===== config.mk =====
export PLATFORM = sky130hd
export DESIGN_NAME = half_pel_interp
export DESIGN_NICKNAME = d
export VERILOG_FILES = /design/src/rtl/half_pel_interp.sv
export SDC_FILE = /design/constraint.sdc
export NUM_CORES = 2
export LEC_CHECK = 0
export CORE_ASPECT_RATIO = 2
export CORE_MARGIN = 8
export CORE_UTILIZATION = 40
export DETAILED_ROUTE_END_ITERATION = 10
export HOLD_SLACK_MARGIN = 0.1
export PLACE_DENSITY_LB_ADDON = 0.3
export SYNTH_ARGS = -nofsm -noshare
export SYNTH_HDL_FRONTEND = slang
export SYNTH_SLANG_ARGS = --single-unit

===== constraint.sdc =====
create_clock -name clk -period 15.3 [get_ports clk]
set_input_delay 3.825 -clock clk [delete_from_list [all_inputs] [get_ports clk]]
set_output_delay 3.825 -clock clk [all_outputs]
set_load 0.01 [all_outputs]

===== src/rtl/half_pel_interp.sv =====
// Half-pel interpolator: fetches a 7x7 window, runs six-tap H/V/diagonal filters, emits a 3x3 sub-pel grid.
// Quarter-pel averaging of the grid is built only when HALF_PEL_QPEL_AVG_EN is defined.
module half_pel_interp #(
  parameter int PIX_W  = 8,
  parameter int STRIDE = 16,
  parameter int ADDR_W = 8
) (
  input  logic               clk,
  input  logic               rst,
  input  logic               start,
  input  logic [ADDR_W-1:0]  center_addr,
  output logic [ADDR_W-1:0]  mem_addr,
  input  logic [PIX_W-1:0]   mem_rdata,
  output logic               busy,
  output logic               done,
  output logic [9*PIX_W-1:0] half_out,
  output logic [4*PIX_W-1:0] qpel_out
);

  localparam int IM_W  = PIX_W + 7;
  localparam int ACC_W = PIX_W + 14;

  localparam logic [5:0] LAST_ISSUE = 6'd48;
  localparam logic [5:0] CAP_FIRST  = 6'd2;
  localparam logic [5:0] FETCH_LAST = 6'd50;
  localparam logic [5:0] HFILT_LAST = 6'd13;
  localparam logic [5:0] VFILT_LAST = 6'd5;

  localparam logic [ADDR_W-1:0] ADDR_OFS = ADDR_W'(3 * STRIDE + 3);
  localparam logic [ADDR_W-1:0] ROW_STEP = ADDR_W'(STRIDE - 6);
  localparam logic [ADDR_W-1:0] ADDR_ONE = ADDR_W'(1);

  localparam logic signed [ACC_W-1:0] K5      = ACC_W'(5);
  localparam logic signed [ACC_W-1:0] K20     = ACC_W'(20);
  localparam logic signed [ACC_W-1:0] RND5    = ACC_W'(16);
  localparam logic signed [ACC_W-1:0] RND10   = ACC_W'(512);
  localparam logic signed [ACC_W-1:0] PIX_MAX = ACC_W'((1 << PIX_W) - 1);

  typedef enum logic [2:0] {IDLE, FETCH, HFILT, VFILT, DONE} state_t;

  state_t state, next_state;

  logic [5:0]        cnt;
  logic [2:0]        iss_col, cap_row, cap_col;
  logic [ADDR_W-1:0] next_addr;

  logic [PIX_W-1:0]        win   [7][7];
  logic signed [IM_W-1:0]  h_m   [7];
  logic signed [IM_W-1:0]  h_p   [7];
  logic [PIX_W-1:0]        stage [9];

  logic [2:0]              row_sel;
  logic [3:0]              cur_slot;
  logic                    wide_rnd;
  logic signed [ACC_W-1:0] taps [6];
  logic signed [ACC_W-1:0] fir_sum, rnd_sum;
  logic [PIX_W-1:0]        fir_pix, half_m_pix, half_p_pix;
  logic [PIX_W-1:0]        grid [9];
  logic [9*PIX_W-1:0]      half_next;
  logic                    load_out;

  function automatic logic [PIX_W-1:0] clip_pix(input logic signed [ACC_W-1:0] v);
    if (v[ACC_W-1])
      return '0;
    else if (v > PIX_MAX)
      return '1;
    else
      return v[PIX_W-1:0];
  endfunction

  always_ff @(posedge clk) begin
    if (rst) state <= IDLE;
    else     state <= next_state;
  end

  always_comb begin
    next_state = state;
    case (state)
      IDLE:    if (start) next_state = FETCH;
      FETCH:   if (cnt == FETCH_LAST) next_state = HFILT;
      HFILT:   if (cnt == HFILT_LAST) next_state = VFILT;
      VFILT:   if (cnt == VFILT_LAST) next_state = DONE;
      DONE:    next_state = IDLE;
      default: next_state = IDLE;
    endcase
  end

  assign busy     = (state == FETCH) || (state == HFILT) || (state == VFILT);
  assign done     = (state == DONE);
  assign load_out = (state == VFILT) && (cnt == VFILT_LAST);

  // One shared six-tap datapath: HFILT walks 7 rows left then right, VFILT walks the six vertical jobs.
  always_comb begin
    // NOTE: every always_comb output gets a default first so no path can infer a latch.
    row_sel  = '0;
    cur_slot = '0;
    wide_rnd = 1'b0;
    for (int i = 0; i < 6; i++) taps[i] = '0;
    if (state == HFILT) begin
      if (cnt < 6'd7) begin
        row_sel = cnt[2:0];
        for (int i = 0; i < 6; i++) taps[i] = ACC_W'(win[row_sel][i]);
      end else begin
        row_sel = 3'(cnt - 6'd7);
        for (int i = 0; i < 6; i++) taps[i] = ACC_W'(win[row_sel][i+1]);
      end
    end else if (state == VFILT) begin
      case (cnt[2:0])
        3'd0: begin
          cur_slot = 4'd1;
          for (int i = 0; i < 6; i++) taps[i] = ACC_W'(win[i][3]);
        end
        3'd1: begin
          cur_slot = 4'd7;
          for (int i = 0; i < 6; i++) taps[i] = ACC_W'(win[i+1][3]);
        end
        3'd2: begin
          cur_slot = 4'd0;
          wide_rnd = 1'b1;
          for (int i = 0; i < 6; i++) taps[i] = ACC_W'(h_m[i]);
        end
        3'd3: begin
          cur_slot = 4'd2;
          wide_rnd = 1'b1;
          for (int i = 0; i < 6; i++) taps[i] = ACC_W'(h_p[i]);
        end
        3'd4: begin
          cur_slot = 4'd6;
          wide_rnd = 1'b1;
          for (int i = 0; i < 6; i++) taps[i] = ACC_W'(h_m[i+1]);
        end
        default: begin
          cur_slot = 4'd8;
          wide_rnd = 1'b1;
          for (int i = 0; i < 6; i++) taps[i] = ACC_W'(h_p[i+1]);
        end
      endcase
    end
  end

  assign fir_sum = taps[0] - K5 * taps[1] + K20 * taps[2]
                 + K20 * taps[3] - K5 * taps[4] + taps[5];
  assign rnd_sum = wide_rnd ? (fir_sum + RND10) >>> 10 : (fir_sum + RND5) >>> 5;
  assign fir_pix = clip_pix(rnd_sum);

  assign half_m_pix = clip_pix((ACC_W'(h_m[3]) + RND5) >>> 5);
  assign half_p_pix = clip_pix((ACC_W'(h_p[3]) + RND5) >>> 5);

  // Slot 8 is produced in the final VFILT cycle, so it bypasses the stage registers.
  always_comb begin
    for (int k = 0; k < 9; k++) grid[k] = stage[k];
    grid[3] = half_m_pix;
    grid[4] = win[3][3];
    grid[5] = half_p_pix;
    grid[8] = fir_pix;
  end

  always_comb begin
    half_next = '0;
    for (int k = 0; k < 9; k++) half_next[k*PIX_W +: PIX_W] = grid[k];
  end

  // NOTE: window and filter storage carry no reset; control never reads them before they are written.
  always_ff @(posedge clk) begin
    if (state == FETCH && cnt >= CAP_FIRST && cnt <= FETCH_LAST)
      win[cap_row][cap_col] <= mem_rdata;
    if (state == HFILT) begin
      if (cnt < 6'd7) h_m[row_sel] <= IM_W'(fir_sum);
      else            h_p[row_sel] <= IM_W'(fir_sum);
    end
    if (state == VFILT)
      stage[cur_slot] <= fir_pix;
  end

  always_ff @(posedge clk) begin
    if (rst) begin
      cnt       <= '0;
      mem_addr  <= '0;
      next_addr <= '0;
      iss_col   <= '0;
      cap_row   <= '0;
      cap_col   <= '0;
      half_out  <= '0;
    end else begin
      if (state == IDLE || next_state != state) cnt <= '0;
      else                                      cnt <= cnt + 6'd1;

      case (state)
        IDLE: if (start) begin
          next_addr <= center_addr - ADDR_OFS;
          iss_col   <= '0;
          cap_row   <= '0;
          cap_col   <= '0;
        end
        FETCH: begin
          if (cnt <= LAST_ISSUE) begin
            mem_addr <= next_addr;
            if (iss_col == 3'd6) begin
              next_addr <= next_addr + ROW_STEP;
              iss_col   <= '0;
            end else begin
              next_addr <= next_addr + ADDR_ONE;
              iss_col   <= iss_col + 3'd1;
            end
          end
          if (cnt >= CAP_FIRST) begin
            if (cap_col == 3'd6) begin
              cap_col <= '0;
              cap_row <= cap_row + 3'd1;
            end else begin
              cap_col <= cap_col + 3'd1;
            end
          end
        end
        default: ;
      endcase

      if (load_out) half_out <= half_next;
    end
  end

`ifdef HALF_PEL_QPEL_AVG_EN
  localparam int QM [4] = '{1, 3, 5, 7};

  logic [4*PIX_W-1:0] qpel_next;
  logic [PIX_W:0]     qsum [4];

  always_comb begin
    qpel_next = '0;
    for (int i = 0; i < 4; i++) begin
      qsum[i] = {1'b0, grid[4]} + {1'b0, grid[QM[i]]} + (PIX_W+1)'(1);
      qpel_next[i*PIX_W +: PIX_W] = qsum[i][PIX_W:1];
    end
  end

  always_ff @(posedge clk) begin
    if (rst)           qpel_out <= '0;
    else if (load_out) qpel_out <= qpel_next;
  end
`else
  assign qpel_out = '0;
`endif

endmodule


Word level (Yosys, flattened, before mapping)
Memories as Yosys holds them, arrays and structs flattened. A register that Yosys moved wholly into a read port is not among the register bits. Cells that the tools add are included.

Add/sub/neg operators: 17. Bitwise operators: 1. Order comparisons: 9. Reduce and logical (&&, ||, !) cells: 16. Multiplexer cells: 51. Equality and inequality tests: 18. Multiply operators: 4. Divide/modulo/power cells: 0. Shifts and indexed selects: 0.

Operator list (count): 132-bit case mux with 5 select lines (1); 132-bit two-way mux (2); 118-bit two-way mux (1); 8-bit two-way mux (10); 22-bit adder (3); 56-bit two-way mux (1); 4-bit by 22-bit multiplier with 20-bit output (first input constant) (2); 4-bit by 22-bit multiplier with 22-bit output (first input constant) (2); 22-bit subtractor (2); 3-bit two-way mux (14); 15-bit by 6-bit adder with 16-bit output (second input constant) (2); 8-bit demux with 3-bit select (1); 22-bit by 11-bit adder with 22-bit output (second input constant) (1); 22-bit by 6-bit adder with 22-bit output (second input constant) (1); 11-bit by 9-bit > comparator with 1-bit output (second input constant) (2); 22-bit by 9-bit > comparator with 1-bit output (second input constant) (1); 22-bit two-way mux (1); 4-bit case mux with 5 select lines (1); 3-bit case mux with 2 select lines (3); 8-bit case mux with 2 select lines (1); 3-bit by 2-bit equality test with 1-bit output (second input constant) (4); 3-bit equality test (second input constant) (4); 6-bit less-or-equal comparator (second input constant) (2); 1-bit two-way mux (12); 28 further kinds (42).

Input port bits: 19. Bits in latches: 0. Output and inout port bits: 114. Bits in writable memories: 674. Word-level logic and storage cells: 128. Memories kept: 4. Register bits after elaboration: 106. Bits in read-only memories: 0.

Memory list: win (words 7, bits a word 56, read ports 9, clocked after Yosys merged registers in 1, wr ports 1, RTL line 47) `logic [PIX_W-1:0] win [7][7];`; h_m (words 7, bits a word 15, read ports 7, clocked after Yosys merged registers in 0, wr ports 1, RTL line 48) `logic signed [IM_W-1:0] h_m [7];`; h_p (words 7, bits a word 15, read ports 7, clocked after Yosys merged registers in 0, wr ports 1, RTL line 49) `logic signed [IM_W-1:0] h_p [7];`; stage (words 9, bits a word 8, read ports 5, clocked after Yosys merged registers in 5, wr ports 1, RTL line 50) `logic [PIX_W-1:0] stage [9];`.

Longest topological paths before layout
Depth after elaboration: 15. Depth in mapped cells: 50. Mapped depth without buffers: 40.

Worst setup path before layout
No wires, ideal clock.

Path kind: reg2reg. Start point: register cnt[0]. End point: memory stage[0][0], data pin. Data arrival time: 11978 ps. Required time: 15026 ps. Setup time: 274 ps. Buffers on the path: 10. Slack: 3048 ps. Stages on the path, launching flop included: 45. Period minus slack after synthesis: 12252 ps. Cells stage by stage: dfxtp_1 clkbuf_1 clkbuf_1 buf_1 clkbuf_1 buf_1 inv_1 ha_1 clkbuf_1 buf_1 clkbuf_1 mux4_2 mux2_2 o21ai_0 a221oi_1 ha_1 ha_1 a21o_1 (+9 left out) ha_1 fa_1 fa_1 fa_1 inv_1 ha_1 clkbuf_1 a21o_1 o211a_1 a221o_1 or3b_1 a2111oi_2 o311ai_1 nor2_1 or4b_1 buf_2 a211oi_2 nor3_1.

Cells in the longest elaborated chain, start to end: 15. Elaborated cells between the ends (all ways): 31. Classes of those cells: add/sub: 8; mul: 4; order compare: 2; eq/ne: 4; mux: 10; reduce/logical: 2; memory: 1.

RTL lines: from (decl) (RTL line 43) `logic [5:0] cnt;`; from (signal assigned) (RTL line 186) `else cnt <= cnt + 6'd1;`; 3-bit subtractor (tied with other cells) (RTL line 104) `row_sel = 3'(cnt - 6'd7);`; memory 7 x 56 bit / 132-bit case mux with 5 select lines (equally long branches); 118-bit two-way mux / 132-bit two-way mux (equally long branches) (RTL line 100, 107); 132-bit two-way mux (RTL line 99) `if (state == HFILT) begin`; 4-bit by 22-bit multiplier with 22-bit output (RTL line 141) `assign fir_sum = taps[0] - K5 * taps[1] + K20 * taps[2]`; 22-bit subtractor (RTL line 141); 22-bit adder (RTL line 141); 22-bit adder (RTL line 142) `+ K20 * taps[3] - K5 * taps[4] + taps[5];`; 22-bit subtractor (RTL line 142); 22-bit adder (RTL line 142); 22-bit by 6-bit adder with 22-bit output / 22-bit by 11-bit adder with 22-bit output (equally long branches) (RTL line 143) `assign rnd_sum = wide_rnd ? (fir_sum + RND10) >>> 10 : (fir_sum + RND5) >>> 5;`; 22-bit two-way mux * (RTL line 143); 22-bit by 9-bit > comparator with 1-bit output (RTL line 65) `else if (v > PIX_MAX)`; 8-bit two-way mux (RTL line 65); 8-bit two-way mux * (RTL line 63) `if (v[ACC_W-1])`; via fir_pix[0] (RTL line 57) `logic [PIX_W-1:0] fir_pix, half_m_pix, half_p_pix;`; to (decl) (RTL line 50).

The timed path passes the listed nets; every way through them passes the cells marked *.

Worst setup path after layout
Start point: register cnt[0]. End point: memory stage[2][5], data pin.

Same word-level chain as after synthesis.

==> flow_metrics.py <==
metrics = {
    "clock_tree": {
        "cts_root_buffer": "clkbuf_16",
        "cts.sinks": 804,
        "clk_pin_slew_ns": 0.07,
        "post_cts_resized": 0,
        "cts_max_path_buffers": 3,
        "ctsHoldBuffers": 0,
        "cts_tree": "built",
        "clock_latency_ns": 0.70,
        "cts_buffers": 71,
        "cts_setup_buffers": 0,
        "cts-htree-levels": 3,
    },
    "worst_setup_path": {
        "r2r_end": "stage[2][5]$_DFFE_PP_",
        "critPathLaunchType": "flip-flop",
        "cpMostUsedCell": "ha_1",
        "required_ns": 15.70,
        "worstSetupEndpointType": "flip-flop",
        "critPathKind": "reg2reg",
        "cp.arrival_ns": 13.11,
        "slowest_stage": "dfxtp_4",
        "crit_buf_inv": 3,
        "crit_fanout": 49,
        "r2r_cells": 35,
        "crit_path_max_incr_delay_ns": 0.83,
        "rr_startpoint": "cnt[0]$_SDFF_PP0_",
        "r2r_setup_slack_ns": 2.59,
        "crit_family": "adder cells",
    },
    "routing": {
        "routed-via-count": 28180,
        "first_pass_iters": 10,
        "routed_wl_mm": 139.0,
        "drt_iter0_drc": 2716,
        "postRouteAntennaNets": 0,
        "viasPerCell": 6.096,
        "wire_per_inst_um": 30.07,
        "drc": 0,
    },
    "min_path": {
        "min_path_type": "reg2reg",
        "whs_endpoint": "half_out[11]$_SDFFE_PP0P_",
        "whs_path_depth": 2,
        "min-delay-start": "half_out[11]$_SDFFE_PP0P_",
    },
    "grt": {
        "grt_max_degree": 71,
        "grt.overflow.total": 0,
        "grt_pass1_wl_mm": 198.1,
        "track_usage_pct": 23.41,
        "antenna_found_initial": 2,
        "grt_pass1_vias": 29000,
    },
    "die": {
        "fp.dieW_um": 245.4,
        "start_util_pct": 40.23,
        "die_area_um2": 116600,
        "die_y_um": 474.9,
        "coreArea_um2": 104700,
        "rows": 168,
        "ios": 133,
    },
    "yosys": {
        "syn_area_per_cell_um2": 13.32,
        "syn-cell-area_um2": 42110,
        "synth.ff_latch_count": 804,
        "synth_simple_gate_area_share_pct": 8.063,
        "synth_xor_area_share_pct": 1.717,
        "synthMuxAreaShare_pct": 11.81,
        "synth_seq_area_share_pct": 54.81,
        "synth_cell_type_count": 82,
        "synth_top_family_by_area": "multiplexers",
        "yosysTopAreaCell": "edfxtp_1",
        "async_reset_ff_share_pct": 0,
        "synth.yosys.warnings": 0,
        "synth_edf_count": 698,
        "ys.flop_type": "edfxtp_1",
        "synth.top_cells.by_area": "edfxtp_1, mux4_2, dfxtp_1, fa_1, ha_1",
        "synth.top_cell.area_share_pct": 49.77,
        "synthAdderAreaFrac_pct": 8.907,
        "syn_inst": 3162,
        "synth-compound-area-share_pct": 10.71,
    },
    "timing": {
        "skew_ns": 0.04670,
        "rsz0062_at_grt": "no",
        "period_needed_ns": 12.71,
        "clock.fmax_mhz": 78.68,
        "slew_viol_final": 0,
        "finalHoldViolations": 0,
        "slew_headroom_pct": 5.316,
        "finalCritPeriodShare_pct": 83.07,
        "tightest_slew_ns": 1.414,
        "finalSetupViolCount": 0,
        "holdWs_ns": 0.4561,
        "tns_ns": 0,
    },
    "finish": {
        "finalInstanceArea_um2": 46940,
        "layout-drive-gt1-share_pct": 14.04,
        "final_nets": 3462,
        "syn2layout_area_growth_pct": 11.47,
    },
    "power_and_ir_drop": {
        "p_per_area_nw_per_um2": 94.32,
        "p_leak_nw": 15.96,
        "vdd_drop_max_mv": 0.07435,
    },
    "run": {
        "cap_violations": 0,
    },
    "place": {
        "dp_hpwl_mm": 100.3,
        "port_buffers": 100,
        "placed_area_um2": 44590,
        "place_congestion": 0.9754,
    },
    "outcome": {
        "status": "finished clean",
    },
}
## layout by cell type, fill, tap and decap left out, types with 39 or more instances in the layout
cell	instances
a22oi_1	58
inv_1	185
nand3_1	52
a21oi_1	135
buf_4	63
mux4_2	192
mux2i_1	39
xnor2_1	45
clkbuf_16	72
ha_1	132
clkdlybuf4s50_1	91
o21ai_0	108
nand2_1	362
nor2_1	141
edfxtp_1	698
dfxtp_1	102
o211ai_1	52
fa_1	103
a222oi_1	81
## state kept, by name (all words and copies together), names as in the netlist
register   flops
mem_addr       8
iss_col        3
cnt            6
h_p          105
cap_row        3
state          3
h_m          105
half_out      72
win          448
cap_col        3
next_addr      8
stage         40
## Yosys cell counts (all sizes together) (12+ instances only)
library cell,n
fa,103
edfxtp,698
a221oi,24
ha,135
a22oi,58
nand2,364
clkbuf,152
nand3,52
a21oi,135
a211oi,21
and2,16
a31oi,12
xnor2,46
mux2,23
dfxtp,106
o21ai,124
and4,15
and3,21
buf,74
nor2b,18
a222oi,81
nand2b,23
mux4,192
inv,185
nor3,33
o211ai,53
a22o,20
nor4,14
mux2i,39
nor2,143
xor2,34
## how the worst max path moves through the flow
stage,startpoint,endpoint,cells after the start
final,cnt[0]$_SDFF_PP0_,stage[2][5]$_DFFE_PP_,35
after global routing,cnt[0]$_SDFF_PP0_,stage[0][4]$_DFFE_PP_,35
after CTS,cnt[0]$_SDFF_PP0_,stage[0][4]$_DFFE_PP_,35
after detailed placement,cnt[0]$_SDFF_PP0_,stage[6][4]$_DFFE_PP_,35
after global placement,cnt[0]$_SDFF_PP0_,stage[1][5]$_DFFE_PP_,35
after floorplan,cnt[0]$_SDFF_PP0_,stage[0][0]$_DFFE_PP_,44
## power by group
part / switching (W) / leakage [nW] / internal, W
clock network: 0.000879 / 1.12 / 0.000960
registers: 0.00000936 / 7.20 / 0.00237
logic: 0.000131 / 7.64 / 0.0000792
total: 0.00102 / 16.0 / 0.00341
## cells by family after synthesis
kind of cell / count (synthesis)
multiplexers: 254
AND/OR/NAND/NOR: 749
AO/OA/AOI/OAI: 623
flip-flops: 804
other: 1
XOR/XNOR: 81
adder cells (fa/ha/maj): 238
buffers and inverters: 412
## tightest hold or removal path, stage by stage (launching register included)
cell     delay (ns)
dfxtp_1        0.31
nand2_1        0.05
a21oi_1        0.05
## per-layer routing
layer	GRT usage, %	vias to the layer above	routed length, µm
li1	-	12160	-
met4	20.88	2	13960
met5	0	-	12
met1	22.34	14300	43220
met3	3.300	435	7638
met2	42.98	1287	74200
## through the flow
step | util (%) | power [W] | cells | worst slack, ns
global placement | 42.60 | 0.002636 | 4491 | 2.869
finish | 44.84 | 0.004428 | 4623 | 2.590
global route | 44.84 | 0.004526 | 4622 | 1.787
detailed placement | 42.60 | 0.002638 | 4491 | 2.638
CTS | 44.83 | 0.004451 | 4620 | 2.618
floorplan | - | 0.002563 | 3193 | 3.048
## final cells by class
| cell class | count | area [µm²] |
|---|---|---|
| fillers | 9441 | 57740 |
| flip-flops and latches | 804 | 23090 |
| multi-input cells | 1977 | 17650 |
| clock buffers | 86 | 1894 |
| well taps | 1360 | 1702 |
| repair buffers | 165 | 1463 |
| inverters | 186 | 698.2 |
| clock inverters | 43 | 440.4 |
| diodes | 2 | 5.005 |
Power figures use the tool's default switching activity.
